File: config.mk
export PLATFORM = sky130hd
export DESIGN_NAME = vga_timing_gen
export DESIGN_NICKNAME = d
export VERILOG_FILES = /design/src/rtl/vga_pkg.sv /design/src/rtl/vga_delay_line.sv /design/src/rtl/vga_timing_gen.sv
export SDC_FILE = /design/constraint.sdc
export NUM_CORES = 1
export LEC_CHECK = 0
export BUFFER_PORTS_ARGS = -buffer_cell sky130_fd_sc_hd__clkbuf_2
export CORE_MARGIN = 8
export CORE_UTILIZATION = 46
export DETAILED_ROUTE_END_ITERATION = 10
export HOLD_SLACK_MARGIN = 0.03
export PLACE_DENSITY = 0.76
export SKIP_LAST_GASP = 1
export SYNTH_ARGS = -nofsm -noshare
export SYNTH_HDL_FRONTEND = slang
export SYNTH_SLANG_ARGS = --single-unit
File: constraint.sdc
create_clock -name clk -period 1.75 [get_ports clk]
set_clock_uncertainty 0.2 [all_clocks]
set_input_delay 0.35 -clock clk [delete_from_list [all_inputs] [get_ports clk]]
set_output_delay 0.35 -clock clk [all_outputs]
set_load 0.01 [all_outputs]
File: src/rtl/vga_pkg.sv
`default_nettype none
// ---------------------------------------------------------------------------
// vga_pkg : raster timing descriptor, standard presets, sizing helper
// Rev 1.0
// ---------------------------------------------------------------------------
package vga_pkg;

  typedef struct packed {
    int active;
    int fp;
    int sync;
    int bp;
  } vga_timing_t;

  // Per-pixel control bits carried alongside the pixel through the pipeline
  typedef struct packed {
    logic active;
    logic hs;
    logic vs;
  } vga_ctrl_t;

  localparam vga_timing_t VGA_640x480 = '{active: 640, fp: 16, sync: 96,  bp: 48};
  localparam vga_timing_t VGA_800x600 = '{active: 800, fp: 40, sync: 128, bp: 88};

  function automatic int total(input vga_timing_t t);
    return t.active + t.fp + t.sync + t.bp;
  endfunction

endpackage
`default_nettype wire

File: src/rtl/vga_delay_line.sv
`default_nettype none
// ---------------------------------------------------------------------------
// vga_delay_line : clock-enabled W-bit shift register, DEPTH >= 1 stages
// Rev 1.0
// ---------------------------------------------------------------------------
module vga_delay_line #(
  parameter int W     = 1,
  parameter int DEPTH = 1
) (
  input  logic         clk,
  input  logic         rst_n,
  input  logic         ce,
  input  logic [W-1:0] d,
  output logic [W-1:0] q
);

  logic [DEPTH-1:0][W-1:0] stage_q;
  logic [DEPTH-1:0][W-1:0] stage_d;

  always_comb begin
    stage_d = stage_q;
    if (ce) begin
      stage_d[0] = d;
      for (int i = 1; i < DEPTH; i++) begin
        stage_d[i] = stage_q[i-1];
      end
    end
  end

  always_ff @(posedge clk or negedge rst_n) begin
    if (!rst_n) begin
      stage_q <= '0;
    end else begin
      stage_q <= stage_d;
    end
  end

  assign q = stage_q[DEPTH-1];

endmodule
`default_nettype wire

File: src/rtl/vga_timing_gen.sv
`default_nettype none
// ---------------------------------------------------------------------------
// vga_timing_gen : VGA raster counters, pixel clock-enable and aligned output
// Rev 1.0
// ---------------------------------------------------------------------------
module vga_timing_gen
  import vga_pkg::*;
#(
  parameter int H_ACTIVE   = 640,
  parameter int H_FP       = 16,
  parameter int H_SYNC     = 96,
  parameter int H_BP       = 48,
  parameter int V_ACTIVE   = 480,
  parameter int V_FP       = 10,
  parameter int V_SYNC     = 2,
  parameter int V_BP       = 33,
  parameter bit HSYNC_POL  = 1'b0,
  parameter bit VSYNC_POL  = 1'b0,
  parameter int CLK_DIV    = 2,
  parameter int PIPE_DELAY = 2,
  parameter int COLOR_W    = 8,
  localparam int H_TOTAL   = total(vga_timing_t'{active: H_ACTIVE, fp: H_FP, sync: H_SYNC, bp: H_BP}),
  localparam int V_TOTAL   = total(vga_timing_t'{active: V_ACTIVE, fp: V_FP, sync: V_SYNC, bp: V_BP}),
  localparam int XW        = $clog2(H_TOTAL),
  localparam int YW        = $clog2(V_TOTAL)
) (
  input  logic                 clk,
  input  logic                 reset,
  input  logic                 enable,
  output logic                 vgaclk,
  output logic                 pix_ce,
  output logic [XW-1:0]        x,
  output logic [YW-1:0]        y,
  output logic                 req,
  output logic                 frame_start,
  input  logic [3*COLOR_W-1:0] rgb_in,
  output logic                 hsync,
  output logic                 vsync,
  output logic                 sync_b,
  output logic                 blank_b,
  output logic [COLOR_W-1:0]   r,
  output logic [COLOR_W-1:0]   g,
  output logic [COLOR_W-1:0]   b
);

  localparam int DW = (CLK_DIV > 1) ? $clog2(CLK_DIV) : 1;
  localparam logic [DW-1:0] DIV_LAST = DW'(CLK_DIV - 1);
  localparam logic [DW-1:0] DIV_HIGH = DW'((CLK_DIV + 1) / 2);
  localparam logic [XW-1:0] H_LAST   = XW'(H_TOTAL - 1);
  localparam logic [XW-1:0] H_ACT_E  = XW'(H_ACTIVE);
  localparam logic [XW-1:0] H_SYN_S  = XW'(H_ACTIVE + H_FP);
  localparam logic [XW-1:0] H_SYN_E  = XW'(H_ACTIVE + H_FP + H_SYNC);
  localparam logic [YW-1:0] V_LAST   = YW'(V_TOTAL - 1);
  localparam logic [YW-1:0] V_ACT_E  = YW'(V_ACTIVE);
  localparam logic [YW-1:0] V_SYN_S  = YW'(V_ACTIVE + V_FP);
  localparam logic [YW-1:0] V_SYN_E  = YW'(V_ACTIVE + V_FP + V_SYNC);

  logic [DW-1:0]        div_q, div_d;
  logic                 pix_ce_q, pix_ce_d;
  logic                 vgaclk_q, vgaclk_d;
  logic [XW-1:0]        hcnt_q, hcnt_d;
  logic [YW-1:0]        vcnt_q, vcnt_d;
  logic                 hsync_q, hsync_d;
  logic                 vsync_q, vsync_d;
  logic                 blank_b_q, blank_b_d;
  logic [3*COLOR_W-1:0] rgb_q, rgb_d;
  logic                 active;
  logic                 advance;
  vga_ctrl_t            ctrl_raw;
  vga_ctrl_t            ctrl_dly;

  // pix_ce and vgaclk are registered so both read 0 in reset and the first
  // tick lands CLK_DIV clocks after release.
  always_comb begin
    div_d    = (div_q == DIV_LAST) ? '0 : div_q + 1'b1;
    pix_ce_d = (div_q == DIV_LAST);
    vgaclk_d = (div_q < DIV_HIGH);
  end

  assign advance = pix_ce_q & enable;

  always_comb begin
    hcnt_d = hcnt_q;
    vcnt_d = vcnt_q;
    if (advance) begin
      if (hcnt_q == H_LAST) begin
        hcnt_d = '0;
        vcnt_d = (vcnt_q == V_LAST) ? '0 : vcnt_q + 1'b1;
      end else begin
        hcnt_d = hcnt_q + 1'b1;
      end
    end
  end

  assign active         = (hcnt_q < H_ACT_E) && (vcnt_q < V_ACT_E);
  assign ctrl_raw.active = active & enable;
  assign ctrl_raw.hs     = (hcnt_q >= H_SYN_S) && (hcnt_q < H_SYN_E);
  assign ctrl_raw.vs     = (vcnt_q >= V_SYN_S) && (vcnt_q < V_SYN_E);

  generate
    if (PIPE_DELAY == 0) begin : g_no_delay
      assign ctrl_dly = ctrl_raw;
    end else begin : g_delay
      vga_delay_line #(
        .W     ($bits(vga_ctrl_t)),
        .DEPTH (PIPE_DELAY)
      ) u_ctrl_dly (
        .clk   (clk),
        .rst_n (reset),
        .ce    (pix_ce_q),
        .d     (ctrl_raw),
        .q     (ctrl_dly)
      );
    end
  endgenerate

  always_comb begin
    hsync_d   = hsync_q;
    vsync_d   = vsync_q;
    blank_b_d = blank_b_q;
    rgb_d     = rgb_q;
    if (pix_ce_q) begin
      hsync_d   = ctrl_dly.hs ? HSYNC_POL : ~HSYNC_POL;
      vsync_d   = ctrl_dly.vs ? VSYNC_POL : ~VSYNC_POL;
      blank_b_d = ctrl_dly.active;
      rgb_d     = ctrl_dly.active ? rgb_in : '0;
    end
  end

  always_ff @(posedge clk or negedge reset) begin
    if (!reset) begin
      div_q     <= '0;
      pix_ce_q  <= 1'b0;
      vgaclk_q  <= 1'b0;
      hcnt_q    <= '0;
      vcnt_q    <= '0;
      hsync_q   <= ~HSYNC_POL;
      vsync_q   <= ~VSYNC_POL;
      blank_b_q <= 1'b0;
      rgb_q     <= '0;
    end else begin
      div_q     <= div_d;
      pix_ce_q  <= pix_ce_d;
      vgaclk_q  <= vgaclk_d;
      hcnt_q    <= hcnt_d;
      vcnt_q    <= vcnt_d;
      hsync_q   <= hsync_d;
      vsync_q   <= vsync_d;
      blank_b_q <= blank_b_d;
      rgb_q     <= rgb_d;
    end
  end

  assign vgaclk      = vgaclk_q;
  assign pix_ce      = pix_ce_q;
  assign x           = hcnt_q;
  assign y           = vcnt_q;
  assign req         = active & advance;
  assign frame_start = advance & (hcnt_q == '0) & (vcnt_q == '0);
  assign hsync       = hsync_q;
  assign vsync       = vsync_q;
  assign sync_b      = 1'b0;
  assign blank_b     = blank_b_q;
  assign r           = rgb_q[3*COLOR_W-1 -: COLOR_W];
  assign g           = rgb_q[2*COLOR_W-1 -: COLOR_W];
  assign b           = rgb_q[COLOR_W-1:0];

endmodule
`default_nettype wire

======== Word level (Yosys, flattened, before mapping) ========
Index checks and enable logic that the tools add are counted.
word-level totals
  register bits ........................... 56
  bits of input ports ..................... 27
  word-level logic and storage cells ...... 40
cells by class
  $add $sub $neg .......................... 3
  magnitude comparators ................... 7
  equal/unequal tests ..................... 2
  muxes and demuxes ....................... 6
  bitwise logic cells ..................... 5
  reductions and logical operators ........ 6
operator list
  kind                                                                                  number
  24-bit 2-to-1 mux                                                                     1
  10-bit by 1-bit adder with 10-bit output, second input constant                       2
  10-bit == test, second input constant                                                 2
  10-bit zero test                                                                      2
  10-bit < comparator, second input constant                                            2
  10-bit by 9-bit < comparator with 1-bit output, second input constant                 2
  10-bit 2-to-1 mux                                                                     2
  10-bit greater-or-equal comparator, second input constant                             1
  10-bit by 9-bit greater-or-equal comparator with 1-bit output, second input constant  1
  1-bit AND                                                                             5
  1-bit logical AND                                                                     3
  1-bit 2-to-1 mux                                                                      3
  2-bit AND reduction                                                                   1
  1-bit adder, second input constant                                                    1
  1-bit < comparator, second input constant                                             1

======== Logic depth before layout (Yosys ltp) ========
  depth after elaboration ................. 3
  mapped depth ............................ 6
  gate-level depth less buffers ........... 6

======== By module ========
Synthesis repeated with hierarchy kept, for this count alone.
unflattened totals
  cells, all modules ...................... 254
  area, all modules ....................... 2,523.7 um2
modules (own cells, without submodules)
  module          instances  cells an instance  area each (um2)  seq. area each (um2)
  vga_timing_gen  1          238                2,249.7          1,228.7
  vga_delay_line  1          16                 274.0            150.1

======== Worst setup path after synthesis ========
Ideal clock, no wire load.
  path type ............................... register to output
  start point ............................. register vcnt_q[0], in the netlist y[0]
  end point ............................... output port frame_start
  data arrival time ....................... 1,425 ps
  setup slack ............................. -225 ps
  stages on the path, launching flop included .. 6
  path buffers ............................ 0
  cells stage by stage .................... dfrtp_1 > inv_1 > ha_1 > nor4b_2 > nand4_1 > nor4_1
on the way
  cells in the longest elaborated chain, start to end .. 2
RTL lines
  what                    RTL line               text
  start, declared         vga_timing_gen.sv:62   logic [YW-1:0] vcnt_q, vcnt_d;
  start signal, assigned  vga_timing_gen.sv:146  vcnt_q <= vcnt_d;
  10-bit zero test        vga_timing_gen.sv:159  assign frame_start = advance & (hcnt_q == '0) & (vcnt_q == '0);
  1-bit AND               vga_timing_gen.sv:159
  end, declared           vga_timing_gen.sv:35   output logic frame_start,
Every way passes these cells.

======== Final worst setup path ========
  start point ............................. register vcnt_q[1], in the netlist y[1]
  end point ............................... output port frame_start
The elaborated chain is that of the path after synthesis.

==> flow_summary.yaml <==
sta:
  slew_viol_final: 0
  fin_crit_sh_pct: 128
  setup_violations: 7
  slew_headroom_pct: 48.4
  fin_crit_ps: 2240
  setup_slack_ps: -489
  rsz0062_at_grt: "yes"
  fmax_ghz: 0.447
  worst_pin_slew_ps: 774
  hold_viol: 0
clock_tree:
  clockBufferDepth: 2
  numCtsBuffers: 5
  cts.htree.levels: 2
  cts_root_buf: "clkbuf_8"
  path_clk_slew_ps: 100
  clock-sinks: 55
  cts_tree: "yes"
  clk_latency_ps: 300
synth:
  synth_mux_area_share_pct: 2.18
  synthArstFlopShare_pct: 100
  synth_top_area_cell: "dfrtp_1"
  yosys_warnings: 0
  yosys-top-cells-area: "dfrtp_1 (53%), o21ai_0 (7.7%), nand3_1 (6.3%), inv_1 (4.8%), nand2_1 (2.4%)"
  synth_edf_count: 0
  ys_ff_latch: 55
  synthSimpleGateAreaFrac_pct: 20.4
  synth_cell_types: 40
  synth_fa_ha_area_share_pct: 1.98
  synth_seq_area_share_pct: 54.6
  synth_cells: 256
  yosys_most_used_dff: "dfrtp_1"
  syn_area_um2: 2530
  yosysTopAreaCellShare_pct: 52.5
  synth_top_family_by_area: "simple AND/OR/NAND/NOR gates"
  syn_avg_cell_area_um2: 9.87
  syn-num-nets: 287
  synth_compound_area_share_pct: 11.0
  synth_xor_area_share_pct: 2.43
run_status:
  violations: "setup timing"
  status: "finished, violations left"
critical_path:
  cp_slowest_stage_delay_ps: 400
  cp_data_arrival_time_ps: 1690
  r2r-end: "y[8]$_DFFE_PN0P_"
  crit_required_ps: 1200
  start_kind: "flip-flop"
  cp-endpoint: "frame_start"
  slowest_stage: "dfrtp_1"
  cp_cell_sequence: "inv_2 > ha_1 > nor4b_4 > nand4_1 > nor4_4 > buf_2"
  crit_type: "flip-flop to output pin"
  cp_top_family: "simple AND/OR/NAND/NOR gates"
  r2r_slack_ps: -30
  reg2regPathDepth: 5
  critPathLaunch: "y[1]$_DFFE_PN0P_"
  crit_fanout: 2
  crit_cells: 6
  critPathCaptureType: "output pin"
  crit_buf_inv: 2
  r2r_start: "y[1]$_DFFE_PN0P_"
placement:
  routabilityCongestion: 0.889
  dp_hpwl_um: 4790
  port_buffers: 77
  dpl.cell_count: 429
routing:
  routed_wl_um: 6970
  route.detailed.drc: 0
  drtIter0Drc: 95
  drt_first_pass_iters: 4
  drt-met1-wl_um: 3080
  wl_met3_um: 556
  wl_per_cell_um: 15.6
  viasPerCell: 5.28
  highest_layer: "met4"
  ant_nets: 0
  vias: 2361
  wl_met2_um: 3270
worst_hold_path:
  hold_class: "primary input to flip-flop"
flow_run:
  max_cap_viol_count: 0
power_and_ir_drop:
  power_mw: 2.85
  ir_worst_vdd_uv: 676
  power_density_nw_per_um2: 788
  leakage_nw: 1.78
global_routing:
  grt_usage_pct: 16.8
  grt.overflow.total: 0
  grt_max_degree: 56
  grt_pass1_wl_um: 11500
  grt_pass1_vias: 2343
  antenna_found_initial: 0
layout:
  layout_common_cells: "clkbuf_2 (75), dfrtp_1 (49), buf_4 (39), o21ai_0 (32), inv_1 (31)"
  syn2layout_area_growth_pct: 43.3
  final_cells: 447
  num-nets-final: 406
  diodes: 0
  layout_commonest_cell: "clkbuf_2"
  post_route_cells_drive_above_1_share_pct: 44.5
die:
  row_count: 27
  die_y_um: 90.1
  initial_core_util_pct: 46.7
  die_w_um: 90.1
  core_area_um2: 5410
  num_io_pins: 79
  die-area_um2: 8120
cell type report:
class                           instances  area (um2)
Multi-Input combinational cell        156        1100
Fill cell                             413        1790
Clock inverter                          2        37.5
Timing Repair Buffer                  125         817
Inverter                               32         120
Tap cell                               72        90.1
Clock buffer                            5        68.8
Sequential cell                        55        1380
stage by stage:
stage	instance area [um2]	utilization (%)	setup TNS [ps]	setup slack (ps)	hold slack [ps]
after CTS	3510	65.0	-939	-523	72.4
after floorplan	2560	-	-181	-104	-146
after global routing	3620	67.0	-1680	-608	83.3
final	3620	67.0	-872	-489	84.2
after detailed placement	3270	60.4	-558	-228	173
after global placement	3270	60.4	-139	-107	173
worst min-delay path, cell delays in order:
cell and delay (ps):
clkbuf_2 80, nand3_1 60, o21ai_0 60
sequential cells by signal, indices dropped and copies added, names as in the netlist:
signal / count
vsync: 1
div_q: 1
blank_b: 1
x: 10
hsync: 1
rgb_q: 24
pix_ce: 1
y: 10
g_delay.u_ctrl_dly.stage_q: 3
g_delay.u_ctrl_dly.q: 3
routing by layer:
| layer | track usage [%] | vias up |
|---|---|---|
| met5 | 0 | - |
| met4 | 4.58 | 0 |
| met1 | 20.9 | 1136 |
| met3 | 5.32 | 8 |
| met2 | 27.3 | 95 |
| li1 | - | 1122 |
power by group:
group	internal, mW	leakage (nW)	switching, mW	total [mW]
Clock	0.418	0.0502	0.397	0.815
Sequential	1.35	0.699	0.0563	1.41
Combinational	0.305	1.03	0.322	0.627
Total	2.08	1.78	0.775	2.85
cell usage after synthesis (2+ instances only):
cell,instances
a21oi_1,2
mux2_2,4
and3_1,4
dfstp_2,2
nor2_1,5
nand2_1,16
inv_1,32
ha_1,4
and4_1,3
nand4_1,8
o31ai_1,3
nor3_1,2
xnor2_1,3
nor4b_1,3
clkbuf_1,9
nand3_1,32
dfrtp_1,53
a21o_1,3
a31oi_1,3
nor4_1,3
xor2_1,4
buf_4,2
o21ai_0,39
worst min-delay path by stage:
stage                     startpoint                     to  slack [ps]  cells past startpoint
after floorplan                reset    blank_b$_DFFE_PN0P_        -150                      0
after global placement         reset   rgb_q[5]$_DFFE_PN0P_         170                      2
after detailed placement       reset   rgb_q[5]$_DFFE_PN0P_         170                      2
after CTS                  rgb_in[4]   rgb_q[4]$_DFFE_PN0P_          70                      3
after global routing      rgb_in[14]  rgb_q[14]$_DFFE_PN0P_          80                      3
final                     rgb_in[10]  rgb_q[10]$_DFFE_PN0P_          80                      3
repair_timing:
| item | 4_1_cts | 5_1_grt |
|---|---|---|
| endpoints found under the hold margin | 53 | 0 |
| buffers inserted | 4 | 6 |
| endpoints found under the setup margin | 14 | 16 |
| resized for setup | 21 | 21 |
| hold buffers | 1 | 0 |
| cloned | 1 | 0 |
| pin swaps | 5 | 9 |
kinds of logic (layout without fill, tap and decap cells):
family / after synthesis / count (layout)
buffers and inverters: 45 / 164
xor gates and xnor gates: 7 / 7
and+or+nand+nor: 88 / 88
AOI/OAI and AO/OA: 51 / 51
DFF: 55 / 55
adders and majority gates: 4 / 4
other: 1 / 1
muxes: 5 / 5
Power figures use the tool's default switching activity.
